**src/rtl/ps2_pkg.sv**
```systemverilog
// Shared types and constants for the PS/2 host-to-device transmitter.
package ps2_pkg;

    typedef enum logic [2:0] {
        IDLE,
        INHIBIT,
        REQ,
        SHIFT,
        ACK,
        WAIT_IDLE
    } ps2_tx_state_t;

    localparam logic [7:0] PS2_CMD_SET_LEDS = 8'hED;
    localparam logic [7:0] PS2_CMD_ECHO     = 8'hEE;
    localparam logic [7:0] PS2_CMD_RESET    = 8'hFF;

    localparam logic [7:0] PS2_RSP_ACK      = 8'hFA;
    localparam logic [7:0] PS2_RSP_RESEND   = 8'hFE;

    function automatic int max_int(input int a, input int b);
        return (a > b) ? a : b;
    endfunction

endpackage

```
**src/rtl/ps2_line_filter.sv**
```systemverilog
// Two-flop synchronizer plus stability filter for one open-drain PS/2 line.
// The filtered value only follows the line after FILTER_LEN identical samples.
module ps2_line_filter #(
    parameter int FILTER_LEN = 20
) (
    input  logic clk,
    input  logic rst_n,
    input  logic line_i,
    output logic filt_o,
    output logic fall_o
);

    localparam int CW = $clog2(FILTER_LEN + 1);

    logic [1:0]    sync_q;
    logic          filt_q;
    logic          fall_q;
    logic [CW-1:0] cnt_q;

    // NOTE: sequential state uses non-blocking assignments so every register
    // samples the pre-edge values of its neighbours.
    always_ff @(posedge clk) begin
        if (!rst_n) begin
            sync_q <= 2'b11;
            filt_q <= 1'b1;
            fall_q <= 1'b0;
            cnt_q  <= '0;
        end else begin
            sync_q <= {sync_q[0], line_i};
            fall_q <= 1'b0;
            if (sync_q[1] == filt_q) begin
                cnt_q <= '0;
            end else if (cnt_q == CW'(FILTER_LEN - 1)) begin
                // Line has disagreed with the filtered value long enough to accept it.
                filt_q <= sync_q[1];
                fall_q <= filt_q & ~sync_q[1];
                cnt_q  <= '0;
            end else begin
                cnt_q <= cnt_q + 1'b1;
            end
        end
    end

    assign filt_o = filt_q;
    assign fall_o = fall_q;

endmodule

```
**src/rtl/ps2_transmitter.sv**
```systemverilog
// PS/2 host-to-device command transmitter: inhibit, request-to-send, shift
// data/parity/stop on device clock falls, then check the device ACK bit.
module ps2_transmitter
    import ps2_pkg::*;
#(
    parameter int INHIBIT_CYCLES = 1200,
    parameter int REQ_CYCLES     = 20,
    parameter int FILTER_LEN     = 20,
    parameter int FIRST_TIMEOUT  = 150000,
    parameter int BIT_TIMEOUT    = 20000
) (
    input  logic       clk,
    input  logic       rst_n,
    input  logic [7:0] tx_data,
    input  logic       tx_valid,
    output logic       tx_ready,
    output logic       busy,
    output logic       tx_done,
    output logic       tx_err,
    input  logic       kclk_i,
    input  logic       kdata_i,
    output logic       kclk_oe,
    output logic       kdata_oe
);

    localparam int TW = $clog2(max_int(max_int(FIRST_TIMEOUT, BIT_TIMEOUT),
                                       max_int(INHIBIT_CYCLES, REQ_CYCLES)) + 1);

    logic kclk_filt, kclk_fall, kdata_filt;

    ps2_line_filter #(.FILTER_LEN(FILTER_LEN)) u_kclk_filter (
        .clk    (clk),
        .rst_n  (rst_n),
        .line_i (kclk_i),
        .filt_o (kclk_filt),
        .fall_o (kclk_fall)
    );

    ps2_line_filter #(.FILTER_LEN(FILTER_LEN)) u_kdata_filter (
        .clk    (clk),
        .rst_n  (rst_n),
        .line_i (kdata_i),
        .filt_o (kdata_filt),
        .fall_o ()
    );

    ps2_tx_state_t state_q, state_d;
    logic [TW-1:0] timer_q, timer_d;
    logic [9:0]    shreg_q, shreg_d;
    logic [3:0]    falls_q, falls_d;
    logic          kclk_oe_q, kclk_oe_d;
    logic          kdata_oe_q, kdata_oe_d;
    logic          tx_done_q, tx_done_d;
    logic          tx_err_q, tx_err_d;
    logic          timer_zero;
    logic          abort;

    assign tx_ready   = (state_q == IDLE) && kclk_filt;
    assign busy       = (state_q != IDLE);
    assign timer_zero = (timer_q == '0);

    always_comb begin
        // NOTE: every signal assigned here gets a default first, so no path
        // through the case can leave one unassigned and infer a latch.
        state_d    = state_q;
        timer_d    = timer_q;
        shreg_d    = shreg_q;
        falls_d    = falls_q;
        kclk_oe_d  = kclk_oe_q;
        kdata_oe_d = kdata_oe_q;
        tx_done_d  = 1'b0;
        tx_err_d   = 1'b0;
        abort      = 1'b0;

        unique case (state_q)
            IDLE: begin
                if (tx_valid && tx_ready) begin
                    state_d    = INHIBIT;
                    kclk_oe_d  = 1'b1;
                    kdata_oe_d = 1'b0;
                    timer_d    = TW'(INHIBIT_CYCLES - 1);
                    shreg_d    = {1'b1, ~^tx_data, tx_data};
                    falls_d    = '0;
                end
            end
            INHIBIT: begin
                if (timer_zero) begin
                    state_d    = REQ;
                    kdata_oe_d = 1'b1;
                    timer_d    = TW'(REQ_CYCLES - 1);
                end else begin
                    timer_d = timer_q - 1'b1;
                end
            end
            REQ: begin
                if (timer_zero) begin
                    state_d   = SHIFT;
                    kclk_oe_d = 1'b0;
                    timer_d   = TW'(FIRST_TIMEOUT - 1);
                end else begin
                    timer_d = timer_q - 1'b1;
                end
            end
            SHIFT: begin
                if (kclk_fall) begin
                    // Device falls 1..10 present data LSB first, parity, then stop.
                    kdata_oe_d = ~shreg_q[0];
                    shreg_d    = {1'b0, shreg_q[9:1]};
                    timer_d    = TW'(BIT_TIMEOUT - 1);
                    falls_d    = falls_q + 1'b1;
                    if (falls_q == 4'd9) begin
                        state_d = ACK;
                    end
                end else if (timer_zero) begin
                    abort = 1'b1;
                end else begin
                    timer_d = timer_q - 1'b1;
                end
            end
            ACK: begin
                if (kclk_fall) begin
                    if (!kdata_filt) begin
                        state_d = WAIT_IDLE;
                        timer_d = TW'(BIT_TIMEOUT - 1);
                    end else begin
                        state_d  = IDLE;
                        tx_err_d = 1'b1;
                    end
                end else if (timer_zero) begin
                    abort = 1'b1;
                end else begin
                    timer_d = timer_q - 1'b1;
                end
            end
            WAIT_IDLE: begin
                if (kclk_filt && kdata_filt) begin
                    state_d   = IDLE;
                    tx_done_d = 1'b1;
                end else if (timer_zero) begin
                    abort = 1'b1;
                end else begin
                    timer_d = timer_q - 1'b1;
                end
            end
            default: state_d = IDLE;
        endcase

        if (abort) begin
            state_d    = IDLE;
            tx_err_d   = 1'b1;
            kclk_oe_d  = 1'b0;
            kdata_oe_d = 1'b0;
        end
    end

    always_ff @(posedge clk) begin
        if (!rst_n) begin
            state_q    <= IDLE;
            timer_q    <= '0;
            shreg_q    <= '0;
            falls_q    <= '0;
            kclk_oe_q  <= 1'b0;
            kdata_oe_q <= 1'b0;
            tx_done_q  <= 1'b0;
            tx_err_q   <= 1'b0;
        end else begin
            state_q    <= state_d;
            timer_q    <= timer_d;
            shreg_q    <= shreg_d;
            falls_q    <= falls_d;
            kclk_oe_q  <= kclk_oe_d;
            kdata_oe_q <= kdata_oe_d;
            tx_done_q  <= tx_done_d;
            tx_err_q   <= tx_err_d;
        end
    end

    assign kclk_oe  = kclk_oe_q;
    assign kdata_oe = kdata_oe_q;
    assign tx_done  = tx_done_q;
    assign tx_err   = tx_err_q;

endmodule

```
**config.mk**
```make
export PLATFORM = sky130hd
export DESIGN_NAME = ps2_transmitter
export DESIGN_NICKNAME = d
export VERILOG_FILES = /design/src/rtl/ps2_pkg.sv /design/src/rtl/ps2_line_filter.sv /design/src/rtl/ps2_transmitter.sv
export SDC_FILE = /design/constraint.sdc
export NUM_CORES = 1
export LEC_CHECK = 0
export CAP_MARGIN = 20
export CORE_MARGIN = 3
export CORE_UTILIZATION = 30
export DETAILED_ROUTE_END_ITERATION = 10
export PLACE_DENSITY = 0.53
export SYNTH_ARGS = -nofsm -noshare
export SYNTH_HDL_FRONTEND = slang
export SYNTH_SLANG_ARGS = --single-unit
```
**constraint.sdc**
```tcl
create_clock -name clk -period 3 [get_ports clk]
set_clock_uncertainty 0.1 [all_clocks]
set_input_delay 0.3 -clock clk [delete_from_list [all_inputs] [get_ports clk]]
set_output_delay 0.3 -clock clk [all_outputs]
set_load 0.05 [all_outputs]
```
==> results of run 1 <==
-- cell type report --
class,count,area [um^2]
clock buffer,5,68.8
clock inverter,3,22.5
fill,1001,6040
inverter,14,52.6
multi-input combinational,294,1760
sequential,56,1120
tap,129,161
timing repair buffer,32,285
-- per-layer routing --
metal / global-route usage / part of all wire / up-vias
met3: 0.0225 / 0.044 / 9
met1: 0.193 / 0.48 / 1294
li1: - / - / 1409
met5: 0 / 0 / -
met2: 0.222 / 0.47 / 84
met4: 0.0296 / 0.0083 / 0
-- how the worst max path moves through the flow --
| stage | start | end | slack [ns] | cells past startpoint |
|---|---|---|---|---|
| 4_1_cts | timer_q[1] | timer_q[0] | 0.31 | 11 |
| 6_report | timer_q[1] | timer_q[0] | 0.27 | 11 |
| 2_1_floorplan | timer_q[0] | timer_q[0] | 0.21 | 13 |
| 5_1_grt | timer_q[1] | timer_q[0] | 0.12 | 11 |
| 3_5_place_dp | timer_q[1] | timer_q[0] | 0.34 | 11 |
| 3_3_place_gp | state_q[0] | timer_q[11] | 0.37 | 7 |
-- cell families (layout without fill, tap and decap cells) --
kind of cell / after synthesis / count (layout) / share of synthesized area
and+or+nand+nor: 159 / 159 / 0.255
AOI/OAI and AO/OA: 102 / 102 / 0.220
DFF: 56 / 56 / 0.371
buffers and inverters: 35 / 54 / 0.0468
xor gates and xnor gates: 21 / 21 / 0.0609
adders and majority gates: 7 / 7 / 0.0290
muxes: 5 / 5 / 0.0174
-- state kept, by name, summed over array words and instances, names as in the netlist --
name                   count
timer_q                   18
shreg_q                   10
u_kclk_filter.cnt_q        5
u_kdata_filter.cnt_q       5
falls_q                    4
state_q                    3
u_kclk_filter.sync_q       2
u_kdata_filter.sync_q      2
kclk_oe                    1
kdata_oe                   1
tx_done                    1
tx_err                     1
u_kclk_filter.fall_o       1
u_kclk_filter.filt_o       1
u_kdata_filter.filt_o      1
-- power groups by stage --
| stage | Clock, W | Combinational (W) | Sequential [W] |
|---|---|---|---|
| floorplan | 0 | 0.000388 | 0.000863 |
| global placement | 0 | 0.000543 | 0.000868 |
| detailed placement | 0 | 0.000545 | 0.000869 |
| CTS | 0.000453 | 0.000547 | 0.000852 |
| global route | 0.000483 | 0.000606 | 0.000862 |
| finish | 0.000442 | 0.000550 | 0.000853 |
-- per-stage QoR --
stage | cell area (um^2) | hold WS (ns) | util | std cells | power (W)
after floorplan | 3020 | 0.286 | - | 385 | 0.00125
after global placement | 3380 | 0.295 | 0.355 | 525 | 0.00141
after detailed placement | 3380 | 0.296 | 0.355 | 525 | 0.00141
after CTS | 3470 | 0.323 | 0.365 | 533 | 0.00185
after global routing | 3470 | 0.335 | 0.365 | 533 | 0.00195
final | 3470 | 0.319 | 0.365 | 533 | 0.00184
-- critical path, delay by kind of cell (launching register included) --
| family | cells | cell delay (ns) |
|---|---|---|
| AO/OA/AOI/OAI | 4 | 0.50 |
| adder cells (fa/ha/maj) | 2 | 0.49 |
| buffers and inverters | 2 | 0.15 |
| flip-flops | 1 | 0.35 |
| AND/OR/NAND/NOR | 3 | 1.02 |
-- cell usage in the layout (no fill, tap or decap), types with 2 or more instances in the layout --
cell and instances:
or2_2 3, o21ai_0 24, a21oi_1 29, buf_4 14, o211ai_1 2, clkbuf_8 5, or4_1 2, nor2_1 38
inv_1 12, nand3b_1 3, clkdlybuf4s50_1 18, nand2_1 52, a31oi_1 5, a41oi_1 2, and3b_1 2, mux2i_1 3
ha_1 7, and3_1 2, and2_1 3, mux2_2 2, nand3_1 13, nor2b_1 3, o31ai_1 3, xor2_1 10
or3_1 3, nand4_1 4, nor4_1 4, o21a_1 2, a32oi_1 2, nand2b_1 7, a311oi_1 9, a21o_1 5
nor3_1 15, dfxtp_1 56, xnor2_1 11, a211oi_1 3
==> flow_summary_export.csv, run 1 <==
group,metric,value,unit
power_and_ir_drop,clock_power_share,0.240,
placed_design,post-place-ws,0.339,ns
yosys,syn_inst,385,
clock_network,clkLatencyLatePin,0.32,ns
placed_design,gp_congestion,0.893,
clock_network,hold_buffers,0,
sta,fin_crit,2.73,ns
sta,setup_violations,0,
yosys,ys_ff_latch,56,
die,die_h,106,um
die,pin_count,19,
power_and_ir_drop,sw_frac_of_total,0.355,
clock_network,clock-sinks,56,
power_and_ir_drop,switchingPower,0.000654,W
clock_network,clock_path_buffers,2,
power_and_ir_drop,p_int,0.00119,W
yosys,yosysWarnings,0,
power_and_ir_drop,powerDensity,532,mW/mm^2
worst_hold_path,holdPathStages,1,
sta,finalMaxSlewViolations,0,
sta,fin_crit_sh,0.909,
clock_network,cts_tree,"done",
route,drt_iter0_drc,270,
route,num_vias,2796,
critical_path,cpPeakStageDelay,0.51,ns
power_and_ir_drop,combPwrFrac,0.298,
grt,grt_pass1_wl,12.8,mm
grt,gr-total-overflow,0,
finish,synthToLayoutAreaGrowth,14.9,%
yosys,yosysMostFrequentCell,"dfxtp_1",
critical_path,cp_slowest_cell,"or4b_4",
critical_path,r2r-start,"timer_q[1]",
critical_path,r2r_setup_slack,0.27,ns
route,drtAntennaViolNets,0,
route,route.detailed.drc,0,
yosys,synth_flop_cell,"dfxtp_1",
placed_design,io_buffers,18,
sta,finalSetupTns,0,ns
clock_network,cts_root_buffer,"clkbuf_8",
grt,grt_pass1_vias,2643,
sta,hold_viol,0,
route,drt-total-wl,7.62,mm
clock_network,path_clk_slew,0.11,ns
placed_design,dp_hpwl,5.52,mm
critical_path,crit_chain,"inv_1, ha_1, or4b_4, or2_1, nor2_4, inv_1, ha_1, o2bb2ai_1, a22oi_1, o221ai_1, a21oi_1",
yosys,synth_edf_count,0,
yosys,yosysTopAreaCell,"dfxtp_1",
die,start_util,0.318,
power_and_ir_drop,p_leak,1.32,nW
worst_hold_path,hold_start,"u_kclk_filter.sync_q[0]",
worst_hold_path,hold_class,"reg -> reg",
yosys,ys_types,60,
power_and_ir_drop,power_frac_seq,0.462,
route,dr.pass1.iters,5,
grt,groute.usage.overall,0.138,
sta,max_freq,0.367,GHz
yosys,synth.area.top_cells,"dfxtp_1 (37%), nand2_1 (6.5%), a21oi_1 (4.8%)",
grt,grt_max_degree,26,
critical_path,cp-start-kind,"flip-flop",
die,core,0.00950,mm^2
finish,finalNetCount,423,
yosys,synth_top_area_frac,0.371,
finish,drive_gt1_frac,0.0767,
die,die_w,106,um
finish,antenna_cells,0,
power_and_ir_drop,ir_worst_vdd,267,uV
sta,worst_slack,0.273,ns
yosys,async_reset_ff_frac,0,
route,avgRoutedWirePerCell,14.3,um
clock_network,htree_levels,2,
route,vias_per_cell,5.25,
die,placementRows,35,
status,run_status,"completed",
critical_path,path_class,"reg -> reg",
critical_path,ff2ff_path_depth,11,
clock_network,post_cts_buffers,0,
job,drv_cap,0,
yosys,ys_seq_area_frac,0.371,
yosys,synthTopCellsByCount,"dfxtp_1 (56), nand2_1 (52), nor2_1 (38), a21oi_1 (29), o21ai_0 (24)",
yosys,netlist_area,0.00302,mm^2
sta,slew_headroom,0.355,
die,die_area,0.0113,mm^2
yosys,syn_avg_cell_area,7.84,um^2
critical_path,crit_path_max_fanout,7,
critical_path,worstPathRequired,3.09,ns
grt,antenna_found_initial,0,
sta,rsz0062_at_grt,"no",
sta,tightest_slew,0.968,ns
critical_path,cp-end-kind,"flip-flop",
worst_hold_path,worst_hold_path.endpoint,"u_kclk_filter.sync_q[1]",
yosys,syn-num-nets,405,
clock_network,cts_buffers,5,
critical_path,rr_endpoint,"timer_q[0]",
clock_network,cts_resized,0,
critical_path,worstPathArrival,2.82,ns
(Power assumes the default switching activity.)
==> run 2, diff against run 1 <==
Settings changed: MAX_ROUTING_LAYER set to met4.
==> run 2 against run 1 <==
- global-route usage is 0.37 points higher
- critical path depth unchanged
- clock power rose by 0.9%
- core utilization unchanged
- via count rose by 0.11%
- largest cell class unchanged
- total power increased by 0.15%
- worst hold slack better by 0.0016 ns
==> flow_summary_export.csv, run 2 (same netlist as run 1, synthesis figures left out) <==
group,metric,value,unit
status,run_status,"completed",
critical_path,cp-end-kind,"flip-flop",
critical_path,r2r_setup_slack,0.29,ns
sta,tightest_slew,0.956,ns
critical_path,worstPathArrival,2.81,ns
sta,worst_slack,0.292,ns
clock_network,htree_levels,2,
grt,grt_pass1_wl,12.8,mm
placed_design,gp_congestion,0.908,
sta,max_freq,0.369,GHz
finish,drive_gt1_frac,0.0767,
route,vias_per_cell,5.25,
sta,rsz0062_at_grt,"no",
grt,groute.usage.overall,0.141,
critical_path,rr_endpoint,"timer_q[0]",
route,dr.pass1.iters,8,
finish,finalNetCount,423,
clock_network,cts_tree,"done",
placed_design,io_buffers,18,
critical_path,endpoint,"timer_q[0]",
sta,finalSetupTns,0,ns
route,drt-total-wl,7.61,mm
die,die_area,0.0113,mm^2
critical_path,ff2ff_path_depth,11,
grt,gr-total-overflow,0,
route,num_vias,2799,
finish,top_regs,"timer_q x18, shreg_q x10",
finish,largest_reg_flops,18,
clock_network,cts_buffers,5,
critical_path,critPathLaunch,"timer_q[1]",
power_and_ir_drop,p_leak,1.32,nW
route,drtAntennaViolNets,0,
clock_network,path_clk_slew,0.11,ns
die,core,0.00950,mm^2
clock_network,clock-sinks,56,
sta,fin_crit,2.71,ns
route,avgRoutedWirePerCell,14.3,um
finish,layout_commonest_cell,"dfxtp_1",
critical_path,crit_path_max_fanout,7,
die,pin_count,19,
clock_network,cts_resized,0,
die,start_util,0.318,
power_and_ir_drop,powerDensity,533,mW/mm^2
finish,antenna_cells,0,
sta,slew_headroom,0.363,
die,placementRows,35,
power_and_ir_drop,ir_worst_vdd,267,uV
placed_design,dp_hpwl,5.52,mm
die,die_h,106,um
route,drt_iter0_drc,268,
sta,finalMaxSlewViolations,0,
critical_path,path_class,"reg -> reg",
critical_path,cp-start-kind,"flip-flop",
job,drv_cap,0,
clock_network,cts_root_buffer,"clkbuf_8",
placed_design,post-place-ws,0.339,ns
clock_network,clkLatencyLatePin,0.32,ns
worst_hold_path,hold_class,"reg -> reg",
sta,setup_violations,0,
grt,grt_max_degree,26,
grt,grt_pass1_vias,2643,
finish,regMostFlops,"timer_q",
sta,fin_crit_sh,0.903,
critical_path,worstPathRequired,3.10,ns
critical_path,r2r-start,"timer_q[1]",
grt,antenna_found_initial,0,
die,die_w,106,um
finish,layout_common_cells,"dfxtp_1 (56), nand2_1 (52), nor2_1 (38)",
finish,synthToLayoutAreaGrowth,14.9,%
clock_network,post_cts_buffers,0,
clock_network,clock_path_buffers,2,
sta,hold_viol,0,
clock_network,hold_buffers,0,
route,route.detailed.drc,0,
## run 2: cell counts in the layout (fill, tap and decap cells not counted)
No cell type changed its count.
## run 2: where the power goes
part / switching (W) / leakage [nW] / internal [W]
registers: 0.0000521 / 0.458 / 0.000800
clock network: 0.000277 / 0.0485 / 0.000168
logic: 0.000328 / 0.810 / 0.000221
total: 0.000657 / 1.32 / 0.00119
## run 2: area by class of cell
| type | count | area, um^2 |
|---|---|---|
| clock inverters | 3 | 22.5 |
| flip-flops and latches | 56 | 1120 |
| multi-input cells | 294 | 1760 |
| inverters | 14 | 52.6 |
| well taps | 129 | 161 |
| repair buffers | 32 | 285 |
| fillers | 1001 | 6040 |
| clock buffers | 5 | 68.8 |
## run 2: critical path: stages (launching register included)
cell       delay [ns]
dfxtp_1          0.36
inv_1            0.08
ha_1             0.19
or4b_4           0.50
or2_1            0.37
nor2_4           0.14
inv_1            0.06
ha_1             0.29
o2bb2ai_1        0.13
a22oi_1          0.08
o221ai_1         0.18
a21oi_1          0.09
## run 2: how the worst min path moves through the flow
| stage | startpoint | end | cells after the start | slack [ns] |
|---|---|---|---|---|
| detailed placement | u_kclk_filter.sync_q[0] | u_kclk_filter.sync_q[1] | 1 | 0.30 |
| global placement | u_kdata_filter.sync_q[0] | u_kdata_filter.sync_q[1] | 1 | 0.29 |
| floorplan | u_kclk_filter.sync_q[0] | u_kclk_filter.sync_q[1] | 1 | 0.29 |
| CTS | u_kclk_filter.sync_q[0] | u_kclk_filter.sync_q[1] | 1 | 0.32 |
| finish | u_kdata_filter.sync_q[0] | u_kdata_filter.sync_q[1] | 1 | 0.32 |
| global route | u_kclk_filter.sync_q[0] | u_kclk_filter.sync_q[1] | 1 | 0.34 |
## run 2: layer usage
layer | vias to the layer above | share of wire | GRT usage
li1 | 1411 | - | -
met1 | 1295 | 0.48 | 0.191
met2 | 85 | 0.46 | 0.224
met3 | 8 | 0.048 | 0.0225
met4 | 0 | 0.0085 | 0.0296
met5 | - | 0 | -
## run 2: metrics by stage
| step | utilization | instance area, um^2 | hold WS (ns) | instances | power [W] |
|---|---|---|---|---|---|
| after floorplan | - | 3020 | 0.286 | 385 | 0.00125 |
| after global placement | 0.355 | 3380 | 0.295 | 525 | 0.00141 |
| after detailed placement | 0.355 | 3380 | 0.296 | 525 | 0.00141 |
| after CTS | 0.365 | 3470 | 0.323 | 533 | 0.00185 |
| after global routing | 0.365 | 3470 | 0.335 | 533 | 0.00195 |
| final | 0.365 | 3470 | 0.320 | 533 | 0.00185 |
